[src/rtl/irq_ctrl_pkg.sv]
// Shared constants and helpers for the multi-channel interrupt controller.
package irq_ctrl_pkg;

    localparam logic [1:0] IRQ_MODE_RISE  = 2'b00;
    localparam logic [1:0] IRQ_MODE_FALL  = 2'b01;
    localparam logic [1:0] IRQ_MODE_BOTH  = 2'b10;
    localparam logic [1:0] IRQ_MODE_LEVEL = 2'b11;

    // Width of a channel index; a single channel still needs one bit.
    function automatic int id_width(input int n);
        return (n <= 1) ? 1 : $clog2(n);
    endfunction

endpackage

[src/rtl/irq_debounce_ch.sv]
// One IRQ channel front end: 2-FF synchroniser, mismatch-count debounce and a
// one-cycle delayed copy of the debounced level for edge detection.
module irq_debounce_ch #(
    parameter int DEBOUNCE_CYCLES = 4
) (
    input  logic clk,
    input  logic rst_n,
    input  logic in,
    output logic stable,
    output logic stable_d1
);

    localparam int CW = (DEBOUNCE_CYCLES < 1) ? 1 : $clog2(DEBOUNCE_CYCLES + 1);

    logic          sync1;
    logic          sync2;
    logic [CW-1:0] cnt;

    always_ff @(posedge clk) begin
        if (!rst_n) begin
            sync1     <= 1'b0;
            sync2     <= 1'b0;
            stable    <= 1'b0;
            stable_d1 <= 1'b0;
            cnt       <= '0;
        end else begin
            sync1     <= in;
            sync2     <= sync1;
            stable_d1 <= stable;
            // The counter clears at terminal count, so it can never wrap.
            if (sync2 == stable) begin
                cnt <= '0;
            end else if (cnt == CW'(DEBOUNCE_CYCLES)) begin
                stable <= sync2;
                cnt    <= '0;
            end else begin
                cnt <= cnt + 1'b1;
            end
        end
    end

endmodule

[src/rtl/irq_ctrl_mc.sv]
// Multi-channel interrupt controller: per-channel trigger decode, sticky W1C
// pending bits, aggregated level IRQ, new-pending pulse and lowest-index ID.
module irq_ctrl_mc
    import irq_ctrl_pkg::*;
#(
    parameter int NUM_CH          = 4,
    parameter int CLK_FREQ_HZ     = 100_000_000,
    parameter int DEBOUNCE_MS     = 20,
    parameter int DEBOUNCE_CYCLES = (CLK_FREQ_HZ / 1000) * DEBOUNCE_MS,
    localparam int IDW            = id_width(NUM_CH)
) (
    input  logic                clk,
    input  logic                rst_n,
    input  logic [NUM_CH-1:0]   ext_irq_in,
    input  logic [NUM_CH-1:0]   cfg_enable,
    input  logic [2*NUM_CH-1:0] cfg_mode,
    input  logic [NUM_CH-1:0]   pend_clr,
    output logic [NUM_CH-1:0]   pending,
    output logic                irq_out,
    output logic                irq_pulse_out,
    output logic [IDW-1:0]      irq_id
);

    logic [NUM_CH-1:0] stable;
    logic [NUM_CH-1:0] stable_d1;
    logic [NUM_CH-1:0] evt;
    logic [NUM_CH-1:0] set_bits;
    logic [NUM_CH-1:0] pend_next;
    logic [NUM_CH-1:0] masked;

    for (genvar i = 0; i < NUM_CH; i++) begin : g_ch
        irq_debounce_ch #(
            .DEBOUNCE_CYCLES(DEBOUNCE_CYCLES)
        ) u_debounce (
            .clk       (clk),
            .rst_n     (rst_n),
            .in        (ext_irq_in[i]),
            .stable    (stable[i]),
            .stable_d1 (stable_d1[i])
        );
    end

    // stable_d1 tracks stable regardless of mode, so a mode change alone is not an edge.
    always_comb begin
        evt = '0;
        for (int i = 0; i < NUM_CH; i++) begin
            case (cfg_mode[2*i +: 2])
                IRQ_MODE_RISE: evt[i] = stable[i] & ~stable_d1[i];
                IRQ_MODE_FALL: evt[i] = ~stable[i] & stable_d1[i];
                IRQ_MODE_BOTH: evt[i] = stable[i] ^ stable_d1[i];
                default:       evt[i] = stable[i];
            endcase
        end
    end

    assign set_bits  = evt & cfg_enable;
    assign pend_next = (pending & ~pend_clr) | set_bits;

    always_ff @(posedge clk) begin
        if (!rst_n) begin
            pending       <= '0;
            irq_pulse_out <= 1'b0;
        end else begin
            pending       <= pend_next;
            irq_pulse_out <= |(pend_next & ~pending);
        end
    end

    assign masked  = pending & cfg_enable;
    assign irq_out = |masked;

    always_comb begin
        irq_id = '0;
        for (int i = NUM_CH - 1; i >= 0; i--) begin
            if (masked[i]) irq_id = IDW'(i);
        end
    end

endmodule
[config.mk]
export PLATFORM = sky130hd
export DESIGN_NAME = irq_ctrl_mc
export DESIGN_NICKNAME = d
export VERILOG_FILES = /design/src/rtl/irq_ctrl_pkg.sv /design/src/rtl/irq_debounce_ch.sv /design/src/rtl/irq_ctrl_mc.sv
export SDC_FILE = /design/constraint.sdc
export NUM_CORES = 1
export LEC_CHECK = 0
export CAP_MARGIN = 20
export CELL_PAD_IN_SITES_DETAIL_PLACEMENT = 1
export CELL_PAD_IN_SITES_GLOBAL_PLACEMENT = 1
export CORE_MARGIN = 2
export CORE_UTILIZATION = 40
export DETAILED_ROUTE_END_ITERATION = 10
export PLACE_DENSITY_LB_ADDON = 0.25
export RECOVER_POWER = 25
export SYNTH_ARGS = -nofsm -noshare
export SYNTH_HDL_FRONTEND = slang
export SYNTH_SLANG_ARGS = --single-unit
[constraint.sdc]
create_clock -name clk -period 2.2 [get_ports clk]
set_input_delay 0.66 -clock clk [delete_from_list [all_inputs] [get_ports clk]]
set_output_delay 0.66 -clock clk [all_outputs]
set_load 0.05 [all_outputs]
==> After elaboration in Yosys (flattened, before gate mapping) <==
Cells that the tools add are included.
{ "totals": {"wordCells": 96, "mem_bits_rw": 0, "regBits": 105, "mem_bits_ro": 0, "latchBits": 0, "mem_count": 0, "out_inout_bits": 8} }
{ "op_classes": {"n_reduce_logical": 14, "multipliers": 0, "magnitude_cmp": 0, "bitwise_logic": 32, "muxes": 8, "eq_ne": 16, "shifts": 0, "n_div": 0, "addsub": 4} }
{ "op_table": {"columns": ["operator", "n"], "rows": [
  ["$add A21 B1 Y21 const B", 4],
  ["$eq A21 B21 Y1 const B", 4],
  ["$and A4 B4 Y4", 4],
  ["$not A1 Y1", 13],
  ["$pmux W1 S3", 4],
  ["$reduce_or A3 Y1", 4],
  ["$and A1 B1 Y1", 8],
  ["$eq A2 B1 Y1 const B", 4],
  ["$eq A2 B2 Y1 const B", 4],
  ["$logic_not A2 Y1", 4],
  ["$mux W2", 4],
  ["$not A4 Y4", 2],
  ["$reduce_and A2 Y1", 4],
  ["$reduce_or A4 Y1", 2],
  ["$eq A1 B1 Y1", 4],
  ["$or A4 B4 Y4", 1],
  ["$xor A1 B1 Y1", 4]
]} }

==> Longest topological paths before layout <==
{ "depth": {"ltp_word": 7, "depth_mapped": 7, "ltp_nobuf": 6} }

==> Hierarchy <==
From an unflattened synthesis, not the netlist that was laid out.
{ "unflattened": {"hier_cells": 595, "hier_area_um2": 5178.7} }
{ "modules_own_cells": {"columns": ["mod", "cells_per_inst", "n_inst", "area_per_inst_um2"], "rows": [
  ["irq_debounce_ch", 132, 4, 1149.9],
  ["irq_ctrl_mc", 67, 1, 579.3]
]} }

==> Least setup slack after synthesis <==
No wires, ideal clock.
{ "synth_timing": {"kind": "reg-to-output", "from": "register pending[3]", "to": "output port irq_id[0]", "arrival_time_ns": 1.607, "stages_incl_launch_ff": 3, "path_slack_ns": -0.067, "n_path_buf": 0, "cell_sequence": "dfxtp_1 > a32oi_1 > a21oi_1"} }
{ "synth_via": {"elab_chain_cells": 5} }
{ "synth_rtl": {"columns": ["element", "line", "source"], "rows": [
  ["from (decl)", "irq_ctrl_mc.sv:18", "output logic [NUM_CH-1:0] pending,"],
  ["from (signal assigned)", "irq_ctrl_mc.sv:64", "pending <= pend_next;"],
  ["$and A4 B4 Y4", "irq_ctrl_mc.sv:69", "assign masked = pending & cfg_enable;"],
  ["$mux W2 (4 in series)", "irq_ctrl_mc.sv:75", "if (masked[i]) irq_id = IDW'(i);"],
  ["to (decl)", "irq_ctrl_mc.sv:21", "output logic [IDW-1:0] irq_id"]
]} }
No other way between the ends.

==> Worst setup path in the final report <==
{ "layout_timing": {"from": "input port cfg_enable[2]", "to": "output port irq_id[0]"} }
{ "layout_via": {"elab_chain_cells": 4} }
{ "layout_rtl": {"columns": ["element", "line", "source"], "rows": [
  ["from (decl)", "irq_ctrl_mc.sv:15", "input logic [NUM_CH-1:0] cfg_enable,"],
  ["$and A4 B4 Y4", "irq_ctrl_mc.sv:69", null],
  ["$mux W2 (3 in series)", "irq_ctrl_mc.sv:75", null]
]} }
No other way between the ends.

==> flow_results.xml <==
<?xml version="1.0" encoding="UTF-8"?>
<metrics>
  <group name="synthesis">
    <metric name="synth_flop_cell" unit="">dfxtp_1</metric>
    <metric name="synth.cell_area" unit="µm²">4920</metric>
    <metric name="synthTopCellsByArea" unit="">dfxtp_1, xor2_1, nor2_1, ha_1, a21oi_1</metric>
    <metric name="synth-warning-count" unit="">0</metric>
    <metric name="ys_seq_area_frac" unit="">0.427</metric>
    <metric name="fraction_of_registers_with_async_set_reset" unit="">0</metric>
    <metric name="synth_enable_flop_cells" unit="">0</metric>
    <metric name="syn-num-nets" unit="">603</metric>
    <metric name="synthesis.area_per_instance" unit="µm²">8.71</metric>
    <metric name="synth_top_cell_area_share" unit="">0.427</metric>
    <metric name="netlist_instances" unit="">565</metric>
    <metric name="synth-seq-cells" unit="">105</metric>
    <metric name="distinct_cells_synth" unit="">45</metric>
    <metric name="synthDominantAreaCellType" unit="">dfxtp_1</metric>
  </group>
  <group name="placement">
    <metric name="detailedPlace.worstSlack" unit="ns">-0.186</metric>
    <metric name="routabilityCongestion" unit="">0.799</metric>
    <metric name="io_buffer_count" unit="">29</metric>
    <metric name="hpwl" unit="mm">8.15</metric>
  </group>
  <group name="route">
    <metric name="drt_first_iter_violations" unit="">221</metric>
    <metric name="post-route-drc-count" unit="">0</metric>
    <metric name="routed_wire_length_per_instance" unit="µm">15.2</metric>
    <metric name="routed_via_density" unit="">5.45</metric>
    <metric name="postRouteAntennaNets" unit="">0</metric>
    <metric name="drt-pass1-iter-count" unit="">4</metric>
    <metric name="routed_wl" unit="mm">11.4</metric>
    <metric name="vias" unit="">4090</metric>
  </group>
  <group name="sta">
    <metric name="slew_viol_final" unit="">0</metric>
    <metric name="unrepaired_setup_endpoints_after_global_routing" unit="">no</metric>
    <metric name="final.setup.worst_slack" unit="ns">0.0639</metric>
    <metric name="finClkSkew" unit="ns">0.00596</metric>
    <metric name="hold_viol" unit="">0</metric>
    <metric name="timing_worst_slew_pin_value" unit="ns">0.595</metric>
    <metric name="report.final.setup_viol" unit="">0</metric>
    <metric name="final_min_period_over_clock_period" unit="">0.971</metric>
    <metric name="post-route-min-period" unit="ns">2.14</metric>
    <metric name="slew_headroom" unit="">0.605</metric>
    <metric name="achievable-frequency" unit="MHz">468</metric>
  </group>
  <group name="cells_and_area">
    <metric name="drive_gt1_frac" unit="">0.0746</metric>
    <metric name="most-common-layout-cells" unit="">dfxtp_1, nor2_1, xor2_1, a21oi_1, inv_1</metric>
    <metric name="synthToLayoutAreaGrowth" unit="%">16.3</metric>
    <metric name="most_common_cell_after_layout_fill_and_taps_aside" unit="">dfxtp_1</metric>
    <metric name="finalNetCount" unit="">636</metric>
    <metric name="n_antenna_cell" unit="">0</metric>
  </group>
  <group name="die">
    <metric name="die_y" unit="µm">115</metric>
    <metric name="design.die.area" unit="µm²">13200</metric>
    <metric name="fp.coreArea" unit="µm²">12000</metric>
    <metric name="ios" unit="">30</metric>
    <metric name="floorplan.initialDensity" unit="">0.410</metric>
    <metric name="floorplan_die_width" unit="µm">115</metric>
    <metric name="std_cell_rows" unit="">40</metric>
  </group>
  <group name="power">
    <metric name="irDropWorstVdd" unit="µV">402</metric>
    <metric name="total_power" unit="µW">3620</metric>
    <metric name="power.leakage" unit="µW">0.00188</metric>
    <metric name="cellPowerDensity" unit="nW/µm²">633</metric>
  </group>
  <group name="global_routing">
    <metric name="grt_first_pass_wirelength" unit="mm">19.6</metric>
    <metric name="grt_max_degree" unit="">22</metric>
    <metric name="grt.overflow.total" unit="">0</metric>
    <metric name="grt_pass1_vias" unit="">4167</metric>
    <metric name="antenna_found_initial" unit="">0</metric>
    <metric name="grt_use_total" unit="">0.185</metric>
  </group>
  <group name="clock_network">
    <metric name="cts.path.max_buffers" unit="">2</metric>
    <metric name="htree_levels" unit="">3</metric>
    <metric name="cts_buffers" unit="">9</metric>
    <metric name="clock_insertion_delay_worst_skew" unit="ns">0.35</metric>
    <metric name="clock_tree_from_tritoncts" unit="">done</metric>
    <metric name="cts_hold_buf" unit="">0</metric>
    <metric name="tritoncts_num_sinks" unit="">105</metric>
    <metric name="cts_root_buf" unit="">clkbuf_16</metric>
    <metric name="clk_transition_reported_paths" unit="ns">0.07</metric>
  </group>
  <group name="critical_path">
    <metric name="crit_path_max_incr_delay" unit="ns">0.27</metric>
    <metric name="critical_path.cell_chain" unit="">dlygate4sd2_1, nand2_1, a32oi_2, a21oi_2, buf_12</metric>
    <metric name="cp-start-kind" unit="">input pin</metric>
    <metric name="critPathKind" unit="">in2out</metric>
    <metric name="ff2ff_path_depth" unit="">5</metric>
    <metric name="crit_end" unit="">irq_id[0]</metric>
    <metric name="worstPathBufferInverterCount" unit="">2</metric>
    <metric name="critPathCaptureType" unit="">output pin</metric>
    <metric name="reg2reg_slack" unit="ns">0.28</metric>
    <metric name="reg2reg_to" unit="">g_ch[2].u_debounce.cnt[18]</metric>
    <metric name="crit_required" unit="ns">1.54</metric>
    <metric name="slowest_stage" unit="">dlygate4sd2_1</metric>
    <metric name="path_delay_family" unit="">buffers and inverters</metric>
    <metric name="setup.worst_path.start" unit="">cfg_enable[2]</metric>
    <metric name="worstPathMaxFanout" unit="">3</metric>
    <metric name="worst-path-stages" unit="">5</metric>
    <metric name="reg2reg_from" unit="">g_ch[2].u_debounce.cnt[0]</metric>
    <metric name="crit_arrival" unit="ns">1.48</metric>
  </group>
  <group name="run_status">
    <metric name="result_of_the_run" unit="">complete, no violations</metric>
  </group>
  <group name="worst_hold_path">
    <metric name="hold_path_startpoint" unit="">g_ch[0].u_debounce.sync1</metric>
    <metric name="min_path_type" unit="">reg2reg</metric>
  </group>
  <group name="flow_run">
    <metric name="max_cap_violations" unit="">0</metric>
  </group>
</metrics>
what timing repair did:
item,4_1_cts,5_1_grt
endpoints found under the setup margin,3,0
buffers inserted,1,0
endpoints found under the hold margin,0,0
resized for setup,9,0
kinds of logic after synthesis:
kind of cell,after synthesis,share of synthesized area
AO/OA/AOI/OAI,79,0.0953
XOR/XNOR,54,0.0961
adder cells (fa/ha/maj),16,0.0407
buffers and inverters,52,0.0424
flip-flops,105,0.427
multiplexers,4,0.0132
AND/OR/NAND/NOR,255,0.285
per-stage QoR:
| step | hold slack, ns | instance area [µm²] | cells | setup TNS (ns) | util |
|---|---|---|---|---|---|
| floorplan | 0.412 | 4930 | 565 | 0 | - |
| global placement | 0.416 | 5430 | 733 | -0.364 | 0.452 |
| detailed placement | 0.426 | 5430 | 733 | -0.531 | 0.452 |
| CTS | 0.445 | 5750 | 750 | 0 | 0.479 |
| global route | 0.460 | 5730 | 750 | 0 | 0.477 |
| finish | 0.442 | 5730 | 750 | 0 | 0.477 |
flip-flops by register name, summed over array words and instances, names as in the netlist:
signal and flops:
g_ch.u_debounce.cnt 84, g_ch.u_debounce.stable 4, g_ch.u_debounce.stable_d1 4, g_ch.u_debounce.sync1 4
g_ch.u_debounce.sync2 4, irq_pulse_out 1, pending 4
final cells by class:
class / count / area, µm²
fillers: 1422 / 6280
multi-input cells: 408 / 2640
inverters: 31 / 116
well taps: 147 / 184
repair buffers: 43 / 394
clock buffers: 11 / 253
clock inverters: 5 / 37.5
flip-flops and latches: 105 / 2100
power breakdown:
group,total (µW),switching (µW),internal (µW)
Sequential,1920,9.09,1910
Combinational,132,67.5,64.7
Clock,1570,737,836
Total,3620,814,2810
how the worst min path moves through the flow:
stage                               end  slack, ns  depth (start not counted)
2_1_floorplan  g_ch[0].u_debounce.sync2       0.41                          1
3_3_place_gp   g_ch[1].u_debounce.sync2       0.42                          1
3_5_place_dp   g_ch[0].u_debounce.sync2       0.43                          1
4_1_cts        g_ch[1].u_debounce.sync2       0.45                          1
5_1_grt        g_ch[3].u_debounce.sync2       0.46                          1
6_report       g_ch[0].u_debounce.sync2       0.44                          1
synth_stat cells, drive strengths merged, types with 16 or more instances:
cell,number
inv,31
clkbuf,16
nand4,24
nand2,29
nand3,31
o21ai,18
a21oi,34
dfxtp,105
xor2,41
or3,20
ha,16
nor2,66
metal layers:
metal / GRT usage / up-vias / wire, µm
met1: 0.222 / 1983 / 5290
met2: 0.326 / 42 / 5640
met5: 0 / - / 0
li1: - / 2056 / -
met4: 0.0578 / 0 / 145
met3: 0.0480 / 9 / 344
(Power assumes the default switching activity.)
